### src/rtl/fir_ctrl_pkg.sv
// Shared definitions for the FIR tap loader.
//   fir_state_e    : controller state encoding
//   DISABLE_CYCLES : cycles fir_enable is held low between drain and reprogram
//   tap_addr_w()   : index width for an n-entry space (never below 1 bit)
package fir_ctrl_pkg;

  typedef enum logic [2:0] {
    ST_IDLE    = 3'd0,
    ST_DRAIN   = 3'd1,
    ST_DISABLE = 3'd2,
    ST_PROGRAM = 3'd3,
    ST_RUN     = 3'd4
  } fir_state_e;

  localparam int unsigned DISABLE_CYCLES = 2;

  function automatic int unsigned tap_addr_w(input int unsigned n);
    return (n <= 1) ? 1 : $clog2(n);
  endfunction

endpackage

### src/rtl/fir_tap_bank_ram.sv
// Coefficient storage: G_NUM_BANKS x G_NUM_TAPS words, simple dual port.
//   clk                       : clock
//   wr_en_i/wr_bank_i/wr_addr_i/wr_data_i : one-cycle write port
//   rd_en_i/rd_bank_i/rd_addr_i          : read request
//   rd_data_o                 : registered read data, valid the cycle after rd_en_i,
//                               held until the next read
// Storage is deliberately not reset so coefficients survive a controller reset.
module fir_tap_bank_ram
  import fir_ctrl_pkg::*;
#(
  parameter int unsigned G_NUM_TAPS  = 16,
  parameter int unsigned G_TAP_WIDTH = 16,
  parameter int unsigned G_NUM_BANKS = 4,
  localparam int unsigned AW = tap_addr_w(G_NUM_TAPS),
  localparam int unsigned BW = tap_addr_w(G_NUM_BANKS)
) (
  input  logic                   clk,
  input  logic                   wr_en_i,
  input  logic [BW-1:0]          wr_bank_i,
  input  logic [AW-1:0]          wr_addr_i,
  input  logic [G_TAP_WIDTH-1:0] wr_data_i,
  input  logic                   rd_en_i,
  input  logic [BW-1:0]          rd_bank_i,
  input  logic [AW-1:0]          rd_addr_i,
  output logic [G_TAP_WIDTH-1:0] rd_data_o
);

  logic [G_TAP_WIDTH-1:0] mem_q [G_NUM_BANKS][G_NUM_TAPS];
  logic [G_TAP_WIDTH-1:0] rd_data_q;

  always_ff @(posedge clk) begin
    if (wr_en_i) begin
      mem_q[wr_bank_i][wr_addr_i] <= wr_data_i;
    end
    if (rd_en_i) begin
      rd_data_q <= mem_q[rd_bank_i][rd_addr_i];
    end
  end

  assign rd_data_o = rd_data_q;

endmodule

### src/rtl/fir_tap_loader.sv
// FIR coefficient bank loader. Swaps the FIR onto a new coefficient bank:
// drains in-flight samples, disables the FIR briefly, streams the bank's taps,
// then returns to running with the new bank active.
//
//   state      | meaning
//   -----------+----------------------------------------------------------
//   ST_IDLE    | no bank loaded yet, FIR disabled, waiting for a load request
//   ST_DRAIN   | new samples blocked, waiting for in-flight count to reach 0
//   ST_DISABLE | fir_enable low for DISABLE_CYCLES cycles
//   ST_PROGRAM | FIR enabled, taps 0..N-1 of the latched bank streamed out
//   ST_RUN     | samples pass through, active_bank valid
//
// Ports:
//   clk, reset (async, active-low)
//   cfg_wr_*            : host write into the coefficient RAM, any state
//   load_bank/valid/ready, load_err : bank-switch request, err pulses on bad bank
//   active_bank, busy   : bank in use, high whenever not in ST_RUN
//   s_din*  -> fir_din* : sample path, gated to ST_RUN
//   fir_dout_valid/ready: FIR output handshake, only counted
//   fir_enable          : FIR enable
//   tap_dout*           : tap stream to the FIR
module fir_tap_loader
  import fir_ctrl_pkg::*;
#(
  parameter int unsigned G_NUM_TAPS   = 16,
  parameter int unsigned G_TAP_WIDTH  = 16,
  parameter int unsigned G_DATA_WIDTH = 16,
  parameter int unsigned G_NUM_BANKS  = 4,
  localparam int unsigned AW  = tap_addr_w(G_NUM_TAPS),
  localparam int unsigned BW  = tap_addr_w(G_NUM_BANKS),
  localparam int unsigned LBW = BW + 1
) (
  input  logic                    clk,
  input  logic                    reset,
  input  logic [BW-1:0]           cfg_wr_bank,
  input  logic [AW-1:0]           cfg_wr_addr,
  input  logic [G_TAP_WIDTH-1:0]  cfg_wr_data,
  input  logic                    cfg_wr_valid,
  input  logic [LBW-1:0]          load_bank,
  input  logic                    load_valid,
  output logic                    load_ready,
  output logic                    load_err,
  output logic [BW-1:0]           active_bank,
  output logic                    busy,
  input  logic [G_DATA_WIDTH-1:0] s_din,
  input  logic                    s_din_valid,
  output logic                    s_din_ready,
  output logic [G_DATA_WIDTH-1:0] fir_din,
  output logic                    fir_din_valid,
  input  logic                    fir_din_ready,
  input  logic                    fir_dout_valid,
  input  logic                    fir_dout_ready,
  output logic                    fir_enable,
  output logic [G_TAP_WIDTH-1:0]  tap_dout,
  output logic                    tap_dout_valid,
  input  logic                    tap_dout_ready
);

  localparam int unsigned CW = AW + 1;
  localparam logic [CW-1:0]  NUM_TAPS_C  = CW'(G_NUM_TAPS);
  localparam logic [LBW-1:0] NUM_BANKS_C = LBW'(G_NUM_BANKS);
  localparam logic [1:0]     DIS_LOAD_C  = 2'(DISABLE_CYCLES - 1);

  fir_state_e       state_q, state_d;
  logic             rst_done_q;
  logic [BW-1:0]    bank_q, bank_d;
  logic [BW-1:0]    active_q, active_d;
  logic [1:0]       inflight_q, inflight_d;
  logic [1:0]       dis_cnt_q, dis_cnt_d;
  logic [AW-1:0]    rd_addr_q, rd_addr_d;
  logic [CW-1:0]    rd_left_q, rd_left_d;
  logic [CW-1:0]    tap_left_q, tap_left_d;
  logic             tap_vld_q, tap_vld_d;
  logic             load_err_q, load_err_d;

  logic             in_run;
  logic             load_acc;
  logic             din_hs;
  logic             dout_hs;
  logic             tap_hs;
  logic             rd_en;
  logic [G_TAP_WIDTH-1:0] rd_data;

  fir_tap_bank_ram #(
    .G_NUM_TAPS  (G_NUM_TAPS),
    .G_TAP_WIDTH (G_TAP_WIDTH),
    .G_NUM_BANKS (G_NUM_BANKS)
  ) u_ram (
    .clk       (clk),
    .wr_en_i   (cfg_wr_valid),
    .wr_bank_i (cfg_wr_bank),
    .wr_addr_i (cfg_wr_addr),
    .wr_data_i (cfg_wr_data),
    .rd_en_i   (rd_en),
    .rd_bank_i (bank_q),
    .rd_addr_i (rd_addr_q),
    .rd_data_o (rd_data)
  );

  // rst_done_q keeps load_ready low until the first edge after reset release.
  assign in_run     = (state_q == ST_RUN);
  assign load_ready = rst_done_q & ((state_q == ST_IDLE) | in_run);
  assign load_acc   = load_valid & load_ready;

  assign fir_din       = s_din;
  assign fir_din_valid = s_din_valid & in_run;
  assign s_din_ready   = fir_din_ready & in_run;
  assign din_hs        = fir_din_valid & fir_din_ready;
  assign dout_hs       = fir_dout_valid & fir_dout_ready;

  assign tap_hs         = tap_vld_q & tap_dout_ready;
  assign tap_dout_valid = tap_vld_q;
  // The RAM output register is not reset, so mask it when no tap is presented.
  assign tap_dout       = tap_vld_q ? rd_data : '0;

  assign fir_enable  = (state_q == ST_DRAIN) | (state_q == ST_PROGRAM) | in_run;
  assign busy        = ~in_run;
  assign active_bank = active_q;
  assign load_err    = load_err_q;

  always_comb begin
    state_d    = state_q;
    bank_d     = bank_q;
    active_d   = active_q;
    inflight_d = inflight_q;
    dis_cnt_d  = dis_cnt_q;
    rd_addr_d  = rd_addr_q;
    rd_left_d  = rd_left_q;
    tap_left_d = tap_left_q;
    tap_vld_d  = tap_vld_q;
    load_err_d = 1'b0;
    rd_en      = 1'b0;

    // Saturating so a misbehaving FIR handshake cannot wrap the count.
    if (din_hs && !dout_hs && inflight_q != 2'd3) begin
      inflight_d = inflight_q + 2'd1;
    end else if (dout_hs && !din_hs && inflight_q != 2'd0) begin
      inflight_d = inflight_q - 2'd1;
    end

    case (state_q)
      ST_IDLE, ST_RUN: begin
        if (load_acc) begin
          if (load_bank < NUM_BANKS_C) begin
            bank_d  = load_bank[BW-1:0];
            state_d = ST_DRAIN;
          end else begin
            load_err_d = 1'b1;
          end
        end
      end

      ST_DRAIN: begin
        if (inflight_q == 2'd0) begin
          state_d   = ST_DISABLE;
          dis_cnt_d = DIS_LOAD_C;
        end
      end

      ST_DISABLE: begin
        if (dis_cnt_q == 2'd0) begin
          state_d    = ST_PROGRAM;
          rd_addr_d  = '0;
          rd_left_d  = NUM_TAPS_C;
          tap_left_d = NUM_TAPS_C;
        end else begin
          dis_cnt_d = dis_cnt_q - 2'd1;
        end
      end

      ST_PROGRAM: begin
        // Fetch the next tap when the output slot is empty or being consumed,
        // so taps stream back-to-back while tap_dout_ready stays high.
        if (rd_left_q != '0 && (!tap_vld_q || tap_hs)) begin
          rd_en     = 1'b1;
          rd_addr_d = rd_addr_q + 1'b1;
          rd_left_d = rd_left_q - 1'b1;
        end
        if (rd_en) begin
          tap_vld_d = 1'b1;
        end else if (tap_hs) begin
          tap_vld_d = 1'b0;
        end
        if (tap_hs) begin
          tap_left_d = tap_left_q - 1'b1;
          if (tap_left_q == CW'(1)) begin
            state_d  = ST_RUN;
            active_d = bank_q;
          end
        end
      end

      default: begin
        state_d = ST_IDLE;
      end
    endcase
  end

  always_ff @(posedge clk or negedge reset) begin
    if (!reset) begin
      state_q    <= ST_IDLE;
      rst_done_q <= 1'b0;
      bank_q     <= '0;
      active_q   <= '0;
      inflight_q <= '0;
      dis_cnt_q  <= '0;
      rd_addr_q  <= '0;
      rd_left_q  <= '0;
      tap_left_q <= '0;
      tap_vld_q  <= 1'b0;
      load_err_q <= 1'b0;
    end else begin
      state_q    <= state_d;
      rst_done_q <= 1'b1;
      bank_q     <= bank_d;
      active_q   <= active_d;
      inflight_q <= inflight_d;
      dis_cnt_q  <= dis_cnt_d;
      rd_addr_q  <= rd_addr_d;
      rd_left_q  <= rd_left_d;
      tap_left_q <= tap_left_d;
      tap_vld_q  <= tap_vld_d;
      load_err_q <= load_err_d;
    end
  end

endmodule

### config.mk
export PLATFORM = sky130hd
export DESIGN_NAME = fir_tap_loader
export DESIGN_NICKNAME = d
export VERILOG_FILES = /design/src/rtl/fir_ctrl_pkg.sv /design/src/rtl/fir_tap_bank_ram.sv /design/src/rtl/fir_tap_loader.sv
export SDC_FILE = /design/constraint.sdc
export NUM_CORES = 1
export LEC_CHECK = 0
export CAP_MARGIN = 0
export CORE_MARGIN = 8
export CORE_UTILIZATION = 55
export CTS_CLUSTER_SIZE = 12
export DETAILED_ROUTE_END_ITERATION = 8
export PLACE_DENSITY = 0.72
export SLEW_MARGIN = 20
export SYNTH_ARGS = -nofsm -noshare
export SYNTH_HDL_FRONTEND = slang
export SYNTH_HIERARCHICAL = 1
export SYNTH_SLANG_ARGS = --single-unit
export TNS_END_PERCENT = 5
### constraint.sdc
create_clock -name clk -period 6.3 [get_ports clk]
set_input_delay 1.26 -clock clk [delete_from_list [all_inputs] [get_ports clk]]
set_output_delay 1.26 -clock clk [all_outputs]
set_load 0.02 [all_outputs]
==> metrics.txt <==
outcome finished clean; leakage power figure 14.5 nW; Die X-Extent 292 microns; endpoint arrival time on the critical path 2.56 ns; path class of the lowest-slack min-delay path reg2reg; hold violation total from the final report 0; post-route ant nets 0; Reg2Reg Capture Point u_ram/rd_data_o[4]$_DFFE_PP_; CTS clock-pin slew for the worst setup and hold paths 0.06 ns; clock root buffer sky130_fd_sc_hd__clkbuf_16; final-report max-slew violation count 0; gate count of the mapped netlist 2,005; post-layout minimum cycle time 3.82 ns; weighted congestion reported at the end of routability-driven placement 0.832; critical path capture point type output port; number of setup buffers added after CTS 0; global-route congestion overflow total 0; internal power component 13.3 mW; count of cell types in the netlist 56; synthesis warning total 6; total placed cells including tap cells 3,013; top post-synthesis cells by count sky130_fd_sc_hd__edfxtp_1 (1,040), sky130_fd_sc_hd__mux4_2 (215), sky130_fd_sc_hd__mux2i_1 (94); Routed wire per std cell 29.8 microns; EDFF count, synth 1,040; clock share of power 0.299; worst slew pin tran 0.967 ns; post-synthesis net count 2,060; startpoint of the lowest-slack hold path dis_cnt_q[0]$_DFFE_PN0P_; global-route wire length before repair 138,000 microns; routed wire length 94,600 microns; Reg2Reg Depth 5; Die Area 85,100 sq um; stage delay of the slowest cell on the critical path 0.61 ns; Synth Cell Area 41,800 sq um; cell type with the highest aggregate area in the netlist sky130_fd_sc_hd__edfxtp_1; post-detailed-placement half-perimeter wirelength 55,200 microns; number of maximum-capacitance violations 0; antenna violations before repair 0; Worst Path Class, Setup in2out; Max Clock Freq 262 MHz; WP data required 5.04 ns; final setup violation count 0; peak supply drop 0.405 mV; reg2reg start bank_q[1]$_DFFE_PN0P_; Comb power frac 0.248; total power of the final layout 18.7 mW; fraction of final layout cells sized beyond drive strength 1 0.227; proportion of total power due to net switching 0.290; Inserted Clock Buffers 104; largest fanout on the critical path 5; tightest slew margin relative to the limit 0.353; Met3 Routed Length 8640 microns; sum of negative setup slack 0 ns; setup slack on the worst flop-to-flop path 2.68 ns; die height 292 microns; final core area utilization 0.615; DR iter-0 viols 2,423; cell with the most instances after synthesis sky130_fd_sc_hd__edfxtp_1; GR Util All Layers 0.220; kind of launch point of the worst setup path primary input; area share of the leading cell type in the synthesized netlist 0.747; H-tree lvl count 3; post-synthesis async set-or-reset flop share 0.0262; average vias per placed instance 6.41; pin count of the biggest net entering global routing 144; number of instances resized during post-cts repair 0; Avg Synthesized Cell Area 20.9 sq um; number of storage elements in the synthesis netlist 1,068; number of nets in the layout 2,196; # hold bufs at CTS 0; most used flip-flop cell after synthesis sky130_fd_sc_hd__edfxtp_1; core area 75,600 sq um; launching instance or port of the critical path fir_din_ready; final critical-path share of the clock period 0.606; Synth-to-Final Area Change 11.0%; final non-filler cell total 3,170; top layer in use met4; RSZ-0062 raised after global routing false; CP endpoint s_din_ready; share of power burned in registers 0.452; sink count of the clock tree 1,068; Top Ports 91; Power Dens Cells 402 nW/um^2; clock insertion delay at the later pin of the skew report 0.66 ns; detailed-routing iteration count for the pre-antenna-repair pass 6; number of global-route vias before repair 20,400; switching power total 5.41 mW; maximum buffer depth of the clock tree 3; met2 wire length 46,500 microns; cell with the most instances on the worst path sky130_fd_sc_hd__clkdlybuf4s50_1; routed length on met1 37,100 microns; clock tree from TritonCTS built; # port buffers 58; number of inserted filler cells in the final layout 5,122; largest cells by area after synthesis sky130_fd_sc_hd__edfxtp_1 (75%), sky130_fd_sc_hd__mux4_2 (12%), sky130_fd_sc_hd__mux2i_1 (2.2%), sky130_fd_sc_hd__dfrtp_1 (1.7%), sky130_fd_sc_hd__mux2_2 (0.83%); total number of placement rows 101; critical path's slowest cell sky130_fd_sc_hd__clkdlybuf4s50_1; post-detailed-route DRC marker count 0; Critical Path, Cell by Cell clkdlybuf4s50_1 -> and2_1 -> clkdlybuf4s50_1; Clock Skew 0.0243 ns; starting density of the core 0.554; vias post-DR 20,300; sequential cell area fraction in the yosys report 0.763
==> per-stage QoR <==
stage	setup slack [ns]	area, sq um	hold WS (ns)
after global routing	2.43	46400	0.470
after floorplan	3.28	41800	0.440
after global placement	2.29	43500	0.452
after CTS	2.46	46400	0.468
final	2.48	46400	0.463
after detailed placement	2.47	43500	0.460
==> worst max-delay path: cells and delay by family <==
kind	cells	cell delay, ns
AND/OR/NAND/NOR	1	0.16
buffers and inverters	2	1.15
==> flip-flops by register name, summed over array words and instances, names as in the netlist <==
register and count:
tap_left_q 5, u_ram/rd_data_o 16, inflight_q 2, dis_cnt_q 2, rd_left_q 5, u_ram/mem_q 1024, load_err 1, rd_addr_q 4
bank_q 2, active_bank 2, tap_dout_valid 1, rst_done_q 1, state_q 3
==> placed cells by master, fill, tap and decap left out, drive strengths merged, types with 3 or more instances in the layout <==
master / synthesis / routed
nand2: 91 / 91
clkinv: 0 / 12
mux2i: 94 / 94
a41oi: 5 / 5
bufinv: 0 / 3
and4: 6 / 6
nor2: 83 / 83
a221o: 6 / 6
inv: 9 / 12
nand4: 14 / 14
a22oi: 39 / 39
ha: 5 / 5
a31oi: 9 / 9
nor4: 6 / 6
buf: 98 / 114
edfxtp: 1040 / 1040
a22o: 6 / 6
a221oi: 16 / 16
nor2b: 29 / 29
dfrtp: 28 / 28
clkdlybuf4s50: 0 / 42
a211o: 8 / 8
nand2b: 3 / 3
a21oi: 23 / 23
clkbuf: 28 / 138
and2: 21 / 21
nand4b: 3 / 3
a211oi: 8 / 8
mux4: 224 / 224
nand3: 28 / 28
o21ai: 16 / 16
a311oi: 8 / 8
mux2: 31 / 31
==> routing by layer <==
layer  track usage  vias up
met3        0.0466      157
met4        0.0579        0
met1         0.307    10700
li1              -     8502
met5             0        -
met2         0.357      990
==> power groups by stage <==
stage	Combinational (mW)	Sequential, mW	Clock (mW)
3_3_place_gp	4.56	8.58	0
6_report	4.63	8.44	5.59
3_5_place_dp	4.64	8.59	0
5_1_grt	4.91	8.47	5.94
4_1_cts	4.67	8.44	5.67
2_1_floorplan	3.53	8.24	0
==> area by class of cell <==
cell class / instances / area, sq um / area share
antenna: 1 / 2.50 / 0.0000539
clock buffer: 138 / 2770 / 0.0597
clock inverter: 18 / 178 / 0.00383
inverter: 9 / 33.8 / 0.000727
multi-input combinational: 802 / 9020 / 0.194
sequential: 1068 / 31900 / 0.688
tap: 978 / 1220 / 0.0263
timing repair buffer: 156 / 1270 / 0.0273
==> cells by family after synthesis <==
kind of cell               share of synthesized area
xor gates and xnor gates                    0.000209
muxes                                          0.152
adders and majority gates                    0.00150
DFF                                            0.763
other                                      0.0000896
buffers and inverters                         0.0214
AOI/OAI and AO/OA                             0.0255
and+or+nand+nor                               0.0359
==> worst min path at each step <==
stage,endpoint,slack [ns],depth (start not counted)
after floorplan,dis_cnt_q[0]$_DFFE_PN0P_,0.44,1
after global placement,dis_cnt_q[0]$_DFFE_PN0P_,0.45,1
after detailed placement,dis_cnt_q[0]$_DFFE_PN0P_,0.46,1
after CTS,dis_cnt_q[0]$_DFFE_PN0P_,0.47,1
after global routing,dis_cnt_q[0]$_DFFE_PN0P_,0.47,1
final,dis_cnt_q[0]$_DFFE_PN0P_,0.46,1
No activity file was read; power rests on OpenSTA's default activity.
